==> src/rtl/pong_game_ctrl.sv <==
// Pong game controller: serve/play/pause/game-over sequencing, scoring and per-frame step strobes.
// Optional speed ramp on paddle hits is enabled by defining PONG_SPEED_RAMP_EN.
module pong_game_ctrl #(
    parameter int unsigned WIN_SCORE    = 9,
    parameter int unsigned STEPS_BASE   = 4,
    parameter int unsigned STEP_GAP     = 256,
    parameter int unsigned PAUSE_FRAMES = 60
) (
    input  logic       i_clk,
    input  logic       i_reset,
    input  logic       i_frame_start,
    input  logic       i_key_serve_n,
    input  logic       i_ball_out_left,
    input  logic       i_ball_out_right,
    input  logic       i_paddle_hit,
    output logic       o_move_stb,
    output logic       o_ball_recenter,
    output logic       o_serve_dir,
    output logic [3:0] o_score_p1,
    output logic [3:0] o_score_p2,
    output logic       o_game_over,
    output logic [2:0] o_state
);

    localparam int unsigned GapW = (STEP_GAP > 2) ? $clog2(STEP_GAP) : 1;

    typedef enum logic [2:0] {
        StIdle       = 3'd0,
        StServeWait  = 3'd1,
        StPlay       = 3'd2,
        StPointPause = 3'd3,
        StGameOver   = 3'd4
    } state_t;

    state_t            r_state;
    logic              r_key_s1, r_key_s2, r_key_s3, r_press;
    logic              r_move_stb, r_ball_recenter, r_serve_dir, r_game_over;
    logic [3:0]        r_score_p1, r_score_p2;
    logic [3:0]        r_steps;
    logic [GapW-1:0]   r_gap;
    logic [7:0]        r_pause;
    logic [1:0]        w_speed;
    logic [3:0]        w_steps_load;
    logic              w_point;

    assign w_point      = i_ball_out_left | i_ball_out_right;
    assign w_steps_load = 4'(STEPS_BASE) + {2'b00, w_speed};

    // Two-flop synchroniser, then a registered falling-edge detect.
    always_ff @(posedge i_clk) begin
        if (i_reset) begin
            r_key_s1 <= 1'b1;
            r_key_s2 <= 1'b1;
            r_key_s3 <= 1'b1;
            r_press  <= 1'b0;
        end else begin
            r_key_s1 <= i_key_serve_n;
            r_key_s2 <= r_key_s1;
            r_key_s3 <= r_key_s2;
            r_press  <= r_key_s3 & ~r_key_s2;
        end
    end

`ifdef PONG_SPEED_RAMP_EN
    logic [1:0] r_speed, r_hit_cnt;

    always_ff @(posedge i_clk) begin
        if (i_reset) begin
            r_speed   <= 2'd0;
            r_hit_cnt <= 2'd0;
        end else if (r_state == StPlay) begin
            if (w_point) begin
                r_speed   <= 2'd0;
                r_hit_cnt <= 2'd0;
            end else if (i_paddle_hit) begin
                r_hit_cnt <= r_hit_cnt + 2'd1;
                if (r_hit_cnt == 2'd3 && r_speed != 2'd3) r_speed <= r_speed + 2'd1;
            end
        end
    end

    assign w_speed = r_speed;
`else
    logic w_unused_hit;
    assign w_unused_hit = i_paddle_hit;
    assign w_speed      = 2'd0;
`endif

    always_ff @(posedge i_clk) begin
        if (i_reset) begin
            r_state         <= StIdle;
            r_score_p1      <= 4'd0;
            r_score_p2      <= 4'd0;
            r_serve_dir     <= 1'b1;
            r_move_stb      <= 1'b0;
            r_ball_recenter <= 1'b0;
            r_game_over     <= 1'b0;
            r_steps         <= 4'd0;
            r_gap           <= '0;
            r_pause         <= 8'd0;
        end else begin
            r_move_stb      <= 1'b0;
            r_ball_recenter <= 1'b0;
            unique case (r_state)
                StIdle: if (r_press) begin
                    r_state         <= StServeWait;
                    r_ball_recenter <= 1'b1;
                end
                StServeWait: if (r_press) begin
                    r_state <= StPlay;
                    r_steps <= 4'd0;
                end
                StPlay: begin
                    if (w_point) begin
                        // A point wins over a coincident frame_start and kills pending steps.
                        r_ball_recenter <= 1'b1;
                        r_steps         <= 4'd0;
                        r_pause         <= 8'd0;
                        r_state         <= StPointPause;
                        if (i_ball_out_left && !i_ball_out_right) begin
                            r_score_p2  <= r_score_p2 + 4'd1;
                            r_serve_dir <= 1'b0;
                            if (r_score_p2 + 4'd1 == 4'(WIN_SCORE)) begin
                                r_state     <= StGameOver;
                                r_game_over <= 1'b1;
                            end
                        end else if (i_ball_out_right && !i_ball_out_left) begin
                            r_score_p1  <= r_score_p1 + 4'd1;
                            r_serve_dir <= 1'b1;
                            if (r_score_p1 + 4'd1 == 4'(WIN_SCORE)) begin
                                r_state     <= StGameOver;
                                r_game_over <= 1'b1;
                            end
                        end
                    end else if (i_frame_start) begin
                        r_move_stb <= 1'b1;
                        r_steps    <= w_steps_load - 4'd1;
                        r_gap      <= GapW'(STEP_GAP - 1);
                    end else if (r_steps != 4'd0) begin
                        if (r_gap == '0) begin
                            r_move_stb <= 1'b1;
                            r_steps    <= r_steps - 4'd1;
                            r_gap      <= GapW'(STEP_GAP - 1);
                        end else begin
                            r_gap <= r_gap - 1'b1;
                        end
                    end
                end
                StPointPause: if (i_frame_start) begin
                    if (r_pause == 8'(PAUSE_FRAMES - 1)) begin
                        r_state <= StServeWait;
                        r_pause <= 8'd0;
                    end else begin
                        r_pause <= r_pause + 8'd1;
                    end
                end
                StGameOver: if (r_press) begin
                    r_state         <= StServeWait;
                    r_score_p1      <= 4'd0;
                    r_score_p2      <= 4'd0;
                    r_ball_recenter <= 1'b1;
                    r_game_over     <= 1'b0;
                end
                default: r_state <= StIdle;
            endcase
        end
    end

    assign o_move_stb      = r_move_stb;
    assign o_ball_recenter = r_ball_recenter;
    assign o_serve_dir     = r_serve_dir;
    assign o_score_p1      = r_score_p1;
    assign o_score_p2      = r_score_p2;
    assign o_game_over     = r_game_over;
    assign o_state         = r_state;

endmodule

==> config.mk <==
export PLATFORM = sky130hd
export DESIGN_NAME = pong_game_ctrl
export DESIGN_NICKNAME = d
export VERILOG_FILES = /design/src/rtl/pong_game_ctrl.sv
export SDC_FILE = /design/constraint.sdc
export NUM_CORES = 1
export LEC_CHECK = 0
export CAP_MARGIN = 30
export CORE_AREA = 2 2 76 78
export DETAILED_ROUTE_END_ITERATION = 8
export DIE_AREA = 0 0 78 80
export DONT_BUFFER_PORTS = 1
export RECOVER_POWER = 25
export SLEW_MARGIN = 10
export SYNTH_ARGS = -nofsm -noshare
export SYNTH_HDL_FRONTEND = slang
export SYNTH_SLANG_ARGS = --single-unit
==> constraint.sdc <==
create_clock -name i_clk -period 3.8 [get_ports i_clk]
set_clock_uncertainty 0.1 [all_clocks]
set_input_delay 0.38 -clock i_clk [delete_from_list [all_inputs] [get_ports i_clk]]
set_output_delay 0.38 -clock i_clk [all_outputs]
set_load 0.005 [all_outputs]
==> results of run 1 <==
[per-layer routing]
metal | routed length (um) | share of wire [%] | GRT usage (%)
met1 | 2080 | 50 | 18.0
met3 | 265 | 6.3 | 5.20
met5 | 0 | 0 | 0
met2 | 1770 | 42 | 22.7
met4 | 65 | 1.6 | 5.44
[layout make-up]
type | count | area (um2) | share of cell area, %
tap | 72 | 90.1 | 3.97
inverter | 17 | 63.8 | 2.81
multi-input combinational | 183 | 1200 | 52.9
clock inverter | 2 | 60.1 | 2.65
sequential | 39 | 781 | 34.4
clock buffer | 6 | 72.6 | 3.20
[how the worst min path moves through the flow]
stage,to,slack [ps],cells past startpoint
2_1_floorplan,r_key_s2$_SDFF_PP1_,290,1
3_3_place_gp,r_key_s2$_SDFF_PP1_,290,1
3_5_place_dp,r_key_s2$_SDFF_PP1_,300,1
4_1_cts,o_score_p1[2]$_SDFFE_PP0P_,40,1
5_1_grt,r_steps[2]$_SDFFE_PP0P_,30,1
6_report,r_steps[2]$_SDFFE_PP0P_,50,1
[per-stage QoR]
step	total power, W	hold slack (ps)
finish	0.000842	54.3
global route	0.000873	34.9
CTS	0.000854	38.8
detailed placement	0.000442	296
global placement	0.000442	294
floorplan	0.000443	289
[registers in the layout, indices dropped and copies added (netlist names)]
register and cells:
r_gap 8, r_pause 8, o_score_p1 4, o_score_p2 4
r_steps 4, o_state 3, o_ball_recenter 1, o_game_over 1
o_move_stb 1, o_serve_dir 1, r_key_s1 1, r_key_s2 1
r_key_s3 1, r_press 1
[where the power goes]
| group | switching [W] | internal [W] | total, W |
|---|---|---|---|
| registers | 0.00000354 | 0.000411 | 0.000414 |
| logic | 0.0000101 | 0.00000829 | 0.0000184 |
| clock network | 0.000147 | 0.000262 | 0.000409 |
[logic make-up (layout without fill, tap and decap cells)]
kind of cell    count (synthesis)  count (layout)  synth area share [%]
flops                          39              39                  37.4
simple gates                   96              96                  26.0
compound gates                 62              62                  19.0
buf+inv                        26              25                  5.04
mux                             2               2                 0.960
xor+xnor                       12              12                  5.04
fa+ha+maj                      11              11                  6.60
[Yosys cell counts (all sizes together), types with 2 or more instances]
cell type,count
dfxtp,39
nor2,27
o21ai,18
a21oi,17
inv,17
nand2,15
ha,11
xor2,9
clkbuf,8
nor3,8
nand3,6
or3,6
a211oi,4
nand2b,4
or2,4
a21o,3
nand3b,3
nand4b,3
or4,3
xnor2,3
a22o,2
a31o,2
mux2i,2
nand4,2
nor3b,2
nor4,2
o31a,2
or3b,2
or4b,2
[worst reg2reg max path, delay by kind of cell (launching register included)]
| kind | cells | cell delay [ps] |
|---|---|---|
| AOI/OAI and AO/OA | 2 | 410 |
| DFF | 1 | 550 |
| and+or+nand+nor | 3 | 1190 |
==> results.py, run 1 <==
metrics = {
    "timing": {
        "hold_violations": 0,
        "max_freq_mhz": 434,
        "relSlewSlack_pct": 40.5,
        "setup_viol": 0,
        "maxSlewViolCount": 0,
        "tns_ps": 0,
        "period_needed_ps": 2300,
        "final.setup.worst_slack_ps": 1500,
        "tightest_slew_ps": 885,
        "rsz0062_at_grt": "no",
        "fin_crit_sh_pct": 60.6,
    },
    "final_layout": {
        "stdcell_count": 319,
        "num_antenna_cells": 0,
        "layout-drive-gt1-share_pct": 6.88,
        "num-fill-cells": 559,
        "final_common_cell": "dfxtp_1",
        "fin_area_mm2": 0.00227,
        "num-nets-final": 264,
        "final_cell_mix": "39 x dfxtp_1, 27 x nor2_1, 18 x o21ai_0",
        "final_core_util_pct": 41.9,
        "area_growth_syn_to_layout_pct": 8.70,
    },
    "placed_design": {
        "gp_congestion": 0.743,
        "dpl_cell_area_mm2": 0.00213,
        "portBuffers": 0,
        "dpl.cell_count": 311,
        "dp_slack_ps": 1490,
        "post-dp-hpwl_um": 2800,
    },
    "clocking": {
        "post-cts-setup-buffers": 0,
        "numCtsBuffers": 5,
        "cts.path.max_buffers": 2,
        "cts-root-buf": "clkbuf_8",
        "clk_latency_ps": 290,
        "h-tree-depth": 2,
        "clkTransAtPathRegs_ps": 80,
        "cts_tree": "done",
        "clock_sinks": 39,
        "cts_hold_buf": 0,
        "cts_repair_resize_count": 0,
    },
    "global_routing": {
        "grt_pass1_vias": 1552,
        "grt_pass1_wl_um": 7180,
        "grt_max_degree": 37,
        "antenna_found_initial": 0,
        "overflow": 0,
        "track_usage_pct": 14.4,
    },
    "logic_synthesis": {
        "synth_area_leaders": "dfxtp_1 37%, ha_1 6.6%, nor2_1 4.9%",
        "synth-seq-cells": 39,
        "synth.distinct_cells": 55,
        "synth_cells": 248,
        "synth_top_area_cell": "dfxtp_1",
        "yosysWarningCount": 0,
        "synth_top_area_share_pct": 37.4,
        "synth_flop_cell": "dfxtp_1",
        "synth_edf_count": 0,
        "yosysSeqAreaShare_pct": 37.4,
        "synth_fp_nets": 266,
        "synthArstFlopShare_pct": 0,
        "avgSynthCellArea_um2": 8.41,
        "syn_area_mm2": 0.00209,
    },
    "pwr": {
        "power_density_mw_per_mm2": 371,
        "power_leakage_nw": 0.819,
        "max-vdd-ir-drop_mv": 0.190,
    },
    "min_path": {
        "hp-start": "i_reset",
        "hp-class": "primary input to flop",
    },
    "job": {
        "maxCapViolations": 0,
    },
    "floorplan": {
        "row_count": 27,
        "dieArea_mm2": 0.00624,
        "initial_core_util_pct": 38.6,
        "core-area_mm2": 0.00541,
        "io_pins": 22,
        "die_h_um": 80,
        "fp.dieW_um": 78,
    },
    "setup_path": {
        "r2r_cells": 5,
        "crit_type": "flop to flop",
        "cpPeakStageDelay_ps": 550,
        "cp_data_arrival_time_ps": 2430,
        "r2r_setup_slack_ps": 1500,
        "worstSetupStartpoint": "o_state[1]$_SDFFE_PP0P_",
        "reg2reg_to": "o_score_p1[3]$_SDFFE_PP0P_",
        "critPathCaptureType": "flop",
        "r2r-start": "o_state[1]$_SDFFE_PP0P_",
        "crit_chain": "nand2b_1, or3b_1, a21o_1, or4_1, a21oi_1",
        "crit_end": "o_score_p1[3]$_SDFFE_PP0P_",
        "crit_cells": 5,
        "crit_family": "simple AND/OR/NAND/NOR gates",
        "path_max_fanout": 11,
        "crit_slowest_cell": "dfxtp_1",
        "cp-start-kind": "flop",
        "cp_num_buf_inv": 0,
        "critical_path_required_ps": 3930,
    },
    "drt": {
        "vias_per_cell": 5.31,
        "wirelength_um": 4180,
        "wl_per_cell_um": 13.1,
        "drcViolationCount": 0,
        "via_count": 1693,
        "drt_iter0_drc": 75,
        "drtAntennaViolNets": 0,
        "first_pass_iters": 5,
    },
    "outcome": {
        "status": "completed",
    },
}
Note: power is estimated with default switching activity, not from simulation.
==> run 2, diff against run 1 <==
--- a/config.mk
+++ b/config.mk
@@ -5,10 +5,11 @@
 export SDC_FILE = /design/constraint.sdc
 export NUM_CORES = 1
 export LEC_CHECK = 0
+export ABC_AREA = 1
 export CAP_MARGIN = 30
-export CORE_AREA = 2 2 76 78
+export CORE_AREA = 2 2 78 80
 export DETAILED_ROUTE_END_ITERATION = 8
-export DIE_AREA = 0 0 78 80
+export DIE_AREA = 0 0 80 82
 export DONT_BUFFER_PORTS = 1
 export RECOVER_POWER = 25
 export SLEW_MARGIN = 10
==> constraint.sdc (replaced) <==
create_clock -name i_clk -period 2.07 [get_ports i_clk]
set_clock_uncertainty 0.1 [all_clocks]
set_input_delay 0.207 -clock i_clk [delete_from_list [all_inputs] [get_ports i_clk]]
set_output_delay 0.207 -clock i_clk [all_outputs]
set_load 0.005 [all_outputs]
==> results.py, run 2 <==
metrics = {
    "outcome": {
        "status": "completed",
    },
    "pwr": {
        "power_leakage_nw": 1.04,
        "power_w": 0.00199,
        "power_density_mw_per_mm2": 810,
        "max-vdd-ir-drop_mv": 0.481,
    },
    "logic_synthesis": {
        "synth_fp_nets": 349,
        "synth_top_area_cell": "dfxtp_1",
        "synth_cells": 331,
        "yosysMostFrequentCell": "nand2_1",
        "synth.distinct_cells": 29,
        "yosysWarningCount": 0,
        "synth_flop_cell": "dfxtp_1",
        "synth_edf_count": 0,
        "synth_compound_gate_area_share_pct": 12.1,
        "syn_area_mm2": 0.00222,
        "synthMuxAreaShare_pct": 0,
        "avgSynthCellArea_um2": 6.71,
        "synth-seq-cells": 39,
        "synthArstFlopShare_pct": 0,
        "synth_area_leaders": "dfxtp_1 35%, nand2_1 12%, inv_1 8.5%",
        "synth_top_area_share_pct": 35.2,
        "yosysSeqAreaShare_pct": 35.2,
        "synth-xor-area-share_pct": 0.395,
        "synth_common_cells": "72 x nand2_1, 50 x inv_1, 39 x dfxtp_1",
        "yosys.area_share.simple_pct": 35.5,
        "synth_top_family_by_area": "simple AND/OR/NAND/NOR gates",
        "synthAdderAreaFrac_pct": 6.20,
    },
    "setup_path": {
        "crit_slowest_cell": "dfxtp_1",
        "crit_cells": 8,
        "path_max_fanout": 11,
        "cp-start-kind": "flop",
        "r2r-start": "o_state[1]$_SDFFE_PP0P_",
        "cp_data_arrival_time_ps": 1880,
        "crit_chain": "inv_2, nor2_2, nand2_1, nor2_1, nand2_1, inv_2, nand2_1, a31oi_1",
        "r2r_setup_slack_ps": 300,
        "reg2reg_to": "r_gap[6]$_SDFFE_PP0P_",
        "crit_family": "simple AND/OR/NAND/NOR gates",
        "crit_top_cell": "nand2_1",
        "critical_path_required_ps": 2190,
        "worstSetupStartpoint": "o_state[1]$_SDFFE_PP0P_",
        "cp_num_buf_inv": 2,
        "crit_type": "flop to flop",
        "r2r_cells": 8,
        "critPathCaptureType": "flop",
        "crit_end": "r_gap[6]$_SDFFE_PP0P_",
        "cpPeakStageDelay_ps": 450,
    },
    "global_routing": {
        "grt_use_met3_pct": 5.16,
        "track_usage_pct": 16.2,
        "use_met1_pct": 21.0,
        "met2_usage_pct": 25.3,
        "grt_pass1_vias": 1869,
        "antenna_found_initial": 0,
        "overflow": 0,
        "busiest_layer": "met2",
        "grt_max_degree": 23,
        "grt_pass1_wl_um": 8220,
    },
    "floorplan": {
        "io_pins": 22,
        "dieArea_mm2": 0.00656,
        "initial_core_util_pct": 38.6,
        "core-area_mm2": 0.00575,
        "row_count": 28,
        "fp.dieW_um": 80,
        "die_h_um": 82,
    },
    "drt": {
        "wl_per_cell_um": 11.3,
        "drcViolationCount": 0,
        "first_pass_iters": 5,
        "wirelength_um": 4660,
        "drt_iter0_drc": 98,
        "via_count": 1997,
        "drtAntennaViolNets": 0,
        "vias_per_cell": 4.85,
    },
    "timing": {
        "max_freq_mhz": 566,
        "maxSlewViolCount": 0,
        "tns_ps": 0,
        "setup_viol": 0,
        "period_needed_ps": 1770,
        "fin_crit_sh_pct": 85.3,
        "rsz0062_at_grt": "no",
        "tightest_slew_ps": 868,
        "hold_violations": 0,
        "relSlewSlack_pct": 41.9,
    },
    "final_layout": {
        "fin_area_mm2": 0.00245,
        "layout-drive-gt1-share_pct": 10.1,
        "area_growth_syn_to_layout_pct": 10.4,
        "final_common_cell": "nand2_1",
        "num-nets-final": 354,
        "num_antenna_cells": 0,
        "final_cell_mix": "72 x nand2_1, 50 x inv_1, 39 x dfxtp_1",
        "largestRegisters": "r_gap x8, r_pause x8",
    },
    "min_path": {
        "hp-class": "primary input to flop",
        "hp-start": "i_frame_start",
    },
    "clocking": {
        "cts_repair_resize_count": 0,
        "cts.path.max_buffers": 2,
        "h-tree-depth": 2,
        "clkTransAtPathRegs_ps": 70,
        "clock_sinks": 39,
        "cts-root-buf": "clkbuf_8",
        "clk_latency_ps": 300,
        "numCtsBuffers": 5,
        "post-cts-setup-buffers": 0,
        "cts_hold_buf": 2,
        "cts_tree": "done",
    },
    "job": {
        "maxCapViolations": 0,
    },
    "placed_design": {
        "dpl_cell_area_mm2": 0.00229,
        "gp_congestion": 0.817,
        "post-dp-hpwl_um": 3400,
        "portBuffers": 0,
    },
}
-- run 2: cell types whose count changed in the layout (fill, tap and decap cells not counted), moves of 4 or more --
cell,before,now
nand2b_1,4,0
a211oi_1,4,0
or3_1,6,0
inv_1,17,50
nand3_1,6,33
a21oi_1,17,24
o21ai_0,18,14
xor2_1,9,1
inv_2,0,7
nand2_2,0,5
nand2_1,15,72
a31oi_1,1,5
-- run 2: how the worst min path moves through the flow --
stage | endpoint | slack (ps) | cells after the start
2_1_floorplan | r_key_s1$_SDFF_PP1_ | 210 | 1
3_3_place_gp | r_steps[2]$_SDFFE_PP0P_ | 180 | 1
3_5_place_dp | o_score_p1[3]$_SDFFE_PP0P_ | 180 | 1
4_1_cts | r_gap[0]$_SDFFE_PP0P_ | 50 | 2
5_1_grt | r_gap[0]$_SDFFE_PP0P_ | 60 | 2
6_report | r_gap[0]$_SDFFE_PP0P_ | 50 | 2
-- run 2: layer usage --
metal / vias to the layer above / routed length (um)
li1: 1071 / -
met1: 898 / 2340
met2: 24 / 2070
met3: 4 / 179
met4: 0 / 58
met5: - / 0
-- run 2: metrics by stage --
step / std cells / utilization [%] / hold slack [ps] / setup WS, ps
2_1_floorplan: 331 / - / 211 / 569
6_report: 412 / 42.7 / 50.8 / 303
5_1_grt: 412 / 42.7 / 60.3 / 135
4_1_cts: 412 / 42.7 / 47.1 / 312
3_5_place_dp: 402 / 39.9 / 183 / 334
3_3_place_gp: 402 / 39.9 / 182 / 327
-- run 2: logic make-up after synthesis --
kind of cell | count (synthesis)
compound gates | 50
xor+xnor | 1
fa+ha+maj | 11
buf+inv | 62
flops | 39
simple gates | 168
-- run 2: final cells by class --
type                       count  area, um2
fill                         633       3290
clock inverter                 3       67.6
multi-input combinational    230       1200
inverter                      58        218
clock buffer                   5       68.8
sequential                    39        781
timing repair buffer           2       20.0
tap                           75       93.8
-- run 2: power breakdown --
group | leakage, nW | internal [W] | switching (W) | total, W
clock | 0.0644 | 0.000481 | 0.000282 | 0.000762
combinational | 0.656 | 0.000137 | 0.000244 | 0.000381
sequential | 0.315 | 0.000794 | 0.0000483 | 0.000843
